[config.mk]
export PLATFORM = sky130hd
export DESIGN_NAME = io_input_conditioner
export DESIGN_NICKNAME = d
export VERILOG_FILES = /design/src/rtl/io_input_conditioner.sv
export SDC_FILE = /design/constraint.sdc
export NUM_CORES = 1
export LEC_CHECK = 0
export CAP_MARGIN = 20
export CORE_MARGIN = 2
export CORE_UTILIZATION = 40
export CTS_CLUSTER_SIZE = 12
export DETAILED_ROUTE_END_ITERATION = 12
export DONT_BUFFER_PORTS = 1
export GPL_ROUTABILITY_DRIVEN = 0
export MAX_ROUTING_LAYER = met4
export PLACE_DENSITY = 0.52
export SYNTH_ARGS = -nofsm -noshare
export SYNTH_HDL_FRONTEND = slang
export SYNTH_SLANG_ARGS = --single-unit
export TNS_END_PERCENT = 5
[constraint.sdc]
create_clock -name i_clk -period 2.3 [get_ports i_clk]
set_input_delay 0.46 -clock i_clk [delete_from_list [all_inputs] [get_ports i_clk]]
set_output_delay 0.46 -clock i_clk [all_outputs]
set_load 0.02 [all_outputs]
[src/rtl/io_input_conditioner.sv]
// Input conditioner for the memory-mapped I/O region: synchronises and debounces switch and
// button pins, captures button presses in sticky W1C bits and raises a maskable interrupt.
module io_input_conditioner #(
   parameter int unsigned N_SW           = 32,
   parameter int unsigned N_BTN          = 4,
   parameter int unsigned SYNC_STAGES    = 2,
   parameter int unsigned DB_CYCLES      = 16,
   parameter bit          BTN_ACTIVE_LOW = 1'b1
) (
   input  logic              i_clk,
   input  logic              i_rst_n,
   input  logic [N_SW-1:0]   i_io_sw,
   input  logic [N_BTN-1:0]  i_io_btn,
   input  logic [3:0]        i_addr,
   input  logic              i_wr_en,
   input  logic [31:0]       i_wdata,
   output logic [31:0]       o_rdata,
   output logic [N_SW-1:0]   o_sw,
   output logic [N_BTN-1:0]  o_btn,
   output logic              o_irq
);

   localparam int unsigned NCH = N_SW + N_BTN;
   localparam int unsigned CW  = $clog2(DB_CYCLES + 1);
   localparam logic [CW-1:0] DbLast = CW'(DB_CYCLES - 1);

   // Switches occupy the low channels, buttons the high ones.
   logic [N_BTN-1:0] btn_pin;
   logic [NCH-1:0]   pin_vec;
   assign btn_pin = BTN_ACTIVE_LOW ? ~i_io_btn : i_io_btn;
   assign pin_vec = {btn_pin, i_io_sw};

   logic [NCH-1:0] sync_q [SYNC_STAGES];
   logic [NCH-1:0] synced;

   always_ff @(posedge i_clk) begin
      if (!i_rst_n) begin
         for (int s = 0; s < SYNC_STAGES; s++) sync_q[s] <= '0;
      end else begin
         sync_q[0] <= pin_vec;
         for (int s = 1; s < SYNC_STAGES; s++) sync_q[s] <= sync_q[s-1];
      end
   end

   assign synced = sync_q[SYNC_STAGES-1];

   logic [CW-1:0]  cnt_q [NCH];
   logic [CW-1:0]  cnt_d [NCH];
   logic [NCH-1:0] stable_q, stable_d;

   // Any sample equal to the stable level clears the run of differing samples.
   always_comb begin
      stable_d = stable_q;
      for (int c = 0; c < NCH; c++) begin
         cnt_d[c] = '0;
         if (synced[c] != stable_q[c]) begin
            if (cnt_q[c] == DbLast) begin
               stable_d[c] = synced[c];
            end else begin
               cnt_d[c] = cnt_q[c] + CW'(1);
            end
         end
      end
   end

   logic [1:0]       sel;
   logic             wr_edge, wr_irq_en;
   logic [N_BTN-1:0] press, edge_clr;
   logic [N_BTN-1:0] edge_q, edge_d;
   logic [N_BTN-1:0] irq_en_q, irq_en_d;
   logic             irq_d;

   assign sel       = i_addr[3:2];
   assign wr_edge   = i_wr_en && (sel == 2'd2);
   assign wr_irq_en = i_wr_en && (sel == 2'd3);
   assign press     = stable_d[NCH-1:N_SW] & ~stable_q[NCH-1:N_SW];
   assign edge_clr  = wr_edge ? i_wdata[N_BTN-1:0] : '0;

   // A press in the same cycle as a clear of that bit keeps the bit set.
   assign edge_d   = (edge_q & ~edge_clr) | press;
   assign irq_en_d = wr_irq_en ? i_wdata[N_BTN-1:0] : irq_en_q;
   assign irq_d    = |(edge_d & irq_en_d);

   always_ff @(posedge i_clk) begin
      if (!i_rst_n) begin
         for (int c = 0; c < NCH; c++) cnt_q[c] <= '0;
         stable_q <= '0;
         edge_q   <= '0;
         irq_en_q <= '0;
         o_irq    <= 1'b0;
      end else begin
         for (int c = 0; c < NCH; c++) cnt_q[c] <= cnt_d[c];
         stable_q <= stable_d;
         edge_q   <= edge_d;
         irq_en_q <= irq_en_d;
         o_irq    <= irq_d;
      end
   end

   assign o_sw  = stable_q[N_SW-1:0];
   assign o_btn = stable_q[NCH-1:N_SW];

   always_comb begin
      o_rdata = '0;
      case (sel)
         2'd0:    o_rdata[N_SW-1:0]  = o_sw;
         2'd1:    o_rdata[N_BTN-1:0] = o_btn;
         2'd2:    o_rdata[N_BTN-1:0] = edge_q;
         default: o_rdata[N_BTN-1:0] = irq_en_q;
      endcase
   end

   logic unused_bits;
   assign unused_bits = ^{i_addr[1:0], i_wdata};

endmodule
==> metrics.csv <==
metric,value,unit
die_span_in_y,170,um
p_comb_frac,0.014,
seq_area_frac_synth,0.539,
power,0.0105,W
final.period_utilization,0.864,
ant_nets,0,
end_kind,output port,
synth_nets,1210,
initial_utilization,0.408,
route.vias.total,6504,
setup_tns,0,ps
crit_path_slowest_cell,sky130_fd_sc_hd__mux4_2,
timing.critical_path.max_delay_family,multiplexers,
power_density,845,nW/um^2
worst-endpoint-arrival,1530,ps
finalSetupViolations,0,
netSwitchingPower,0.00209,W
drc,0,
route.final.wire_length,16200,um
clock_sink_count,297,
placeableCoreArea,27000,sq um
maxCapViolCount,0,
global_route.overflow_total,0,
status,"complete, no violations",
via_density_per_instance,4.49,
final_critical_path_setup_slack,312,ps
cts_root_buf,sky130_fd_sc_hd__clkbuf_16,
place_ws,658,ps
dp.final_hpwl,10300,um
track_usage,0.121,
timing.slew.headroom,0.745,
io_pins,144,
syn_inst,1063,
routed_wire_length_per_instance,11.2,um
critical_path.max_stage_delay,610,ps
internal_power,0.00846,W
final_cell_mix,"sky130_fd_sc_hd__dfxtp_1 (297), sky130_fd_sc_hd__nor2_1 (180), sky130_fd_sc_hd__and2_1 (96)",
path_class,reg -> out,
syn_to_final_growth,13.1,%
number_of_buffers_and_inverters_on_the_critical_path,0,
power.share.sequential,0.499,
grt_first_pass_wirelength,28400,um
power.clock.fraction,0.487,
grt_max_degree,154,
timing.critical_path.fanout_max,5,
clk-insertion-delay-late,500,ps
most_frequent_standard_cell_in_the_layout_excluding_fill_and_tap_cells,sky130_fd_sc_hd__dfxtp_1,
vdd_ir_max,0.000588,V
number_of_global_route_vias_before_repair,6417,
fin_crit,1990,ps
synth_warnings,0,
crit_chain,mux4_2,
hold_path_class,in -> reg,
ys_types,27,
cts-htree-levels,2,
clock_skew,19.4,ps
netlist_area_pre_place,11000,sq um
rsz0062_at_grt,false,
final-max-slew-violation-count,0,
layout-drive-gt1-share,0.0525,
clk_path_buf_depth,3,
tritoncts_clock_tree,yes,
drt_first_iter_violations,181,
numPortBuffers,0,
synth-seq-cells,297,
max_slew.worst_pin.slew,381,ps
cts.reportedPaths.clkPinSlew,50,ps
startpoint_type,flop,
placement_rows,60,
num_cts_buffers,34,
final_nets,1229,
synth.avg_cell_area,10.4,sq um
die-area,28900,sq um
fmax,503,MHz
power.share.switching,0.198,
cp_data_required_time,1840,ps
post_cts_resize_count,0,
dieWidth,170,um
hold_viol,0,
grt_antenna_before_repair,2,
total_leakage_power,5.03,nW
first_pass_iters,4,
-- worst paths after layout --
kind / from / end / slack [ps] / cells past startpoint
max: stable_q[35] / o_rdata[3] / 310 / 1
min: i_io_btn[3] / sync_q[0][35] / 20 / 1
min reg2reg: sync_q[0][33] / sync_q[0][69] / 420 / 1
max reg2reg: cnt_q[8][0] / o_irq / 640 / 6
-- flip-flops by register name, summed over array words and instances, names as in the netlist --
signal and count:
stable_q 36, edge_q 4, cnt_q 180, o_irq 1, sync_q 72, irq_en_q 4
-- power by group through the flow --
stage | Sequential [W] | Combinational, W | Clock (W)
CTS | 0.00526 | 0.000151 | 0.00537
detailed placement | 0.00538 | 0.000147 | 0
global placement | 0.00538 | 0.000146 | 0
finish | 0.00527 | 0.000146 | 0.00513
global route | 0.00527 | 0.000171 | 0.00558
floorplan | 0.00537 | 0.000156 | 0
-- layout make-up --
cell class / count / area [sq um]
Fill cell: 2581 / 14500
Sequential cell: 297 / 5950
Multi-Input combinational cell: 672 / 4720
Clock buffer: 51 / 1020
Tap cell: 341 / 427
Inverter: 73 / 274
Clock inverter: 7 / 66.3
Timing Repair Buffer: 4 / 35.0
Antenna cell: 2 / 5.00
-- synthesized netlist by cell type (all sizes together) --
cell type	count	area (sq um)
nand3b	36	270
and2b	3	22.5
clkbuf	13	48.8
nand4b	4	35.0
o21a	1	7.51
and2	96	601
mux4	4	90.1
nand2b	3	18.8
buf	8	52.6
nor2	181	687
nor2b	42	263
xnor2	36	315
a32oi	1	8.76
inv	73	274
and3	36	225
nand2	3	11.3
a21boi	3	22.5
o22ai	2	12.5
xor2	72	631
nand3	37	198
ha	72	901
dfxtp	297	5950
mux2i	37	370
a2bb2oi	3	26.3
-- cell families after synthesis --
group,after synthesis,synth area share
simple gates,441,0.211
flops,297,0.539
xor+xnor,108,0.0857
buf+inv,94,0.0340
fa+ha+maj,72,0.0816
mux,41,0.0417
compound gates,10,0.00703
-- routing by layer --
| layer | share of wire | wire length, um | global-route usage | vias to the layer above |
|---|---|---|---|---|
| li1 | - | - | - | 3442 |
| met1 | 0.48 | 7830 | 0.145 | 2912 |
| met2 | 0.42 | 6780 | 0.187 | 110 |
| met3 | 0.071 | 1160 | 0.0407 | 40 |
| met4 | 0.029 | 465 | 0.0505 | 0 |
| met5 | 0 | 0 | - | - |
-- stage by stage --
step / utilization / instances / hold WS [ps] / cell area, sq um
floorplan: - / 1063 / 412 / 11000
global placement: 0.421 / 1385 / 415 / 11400
detailed placement: 0.421 / 1385 / 417 / 11400
CTS: 0.462 / 1445 / 2.06 / 12500
global route: 0.462 / 1447 / 1.00 / 12500
finish: 0.462 / 1447 / 24.3 / 12500
-- timing repair --
action,in CTS,in global routing
endpoints found under the hold margin,2,0
hold buffers,2,0
endpoints found under the setup margin,0,0
buffers inserted,0,0
Power figures use the tool's default switching activity.
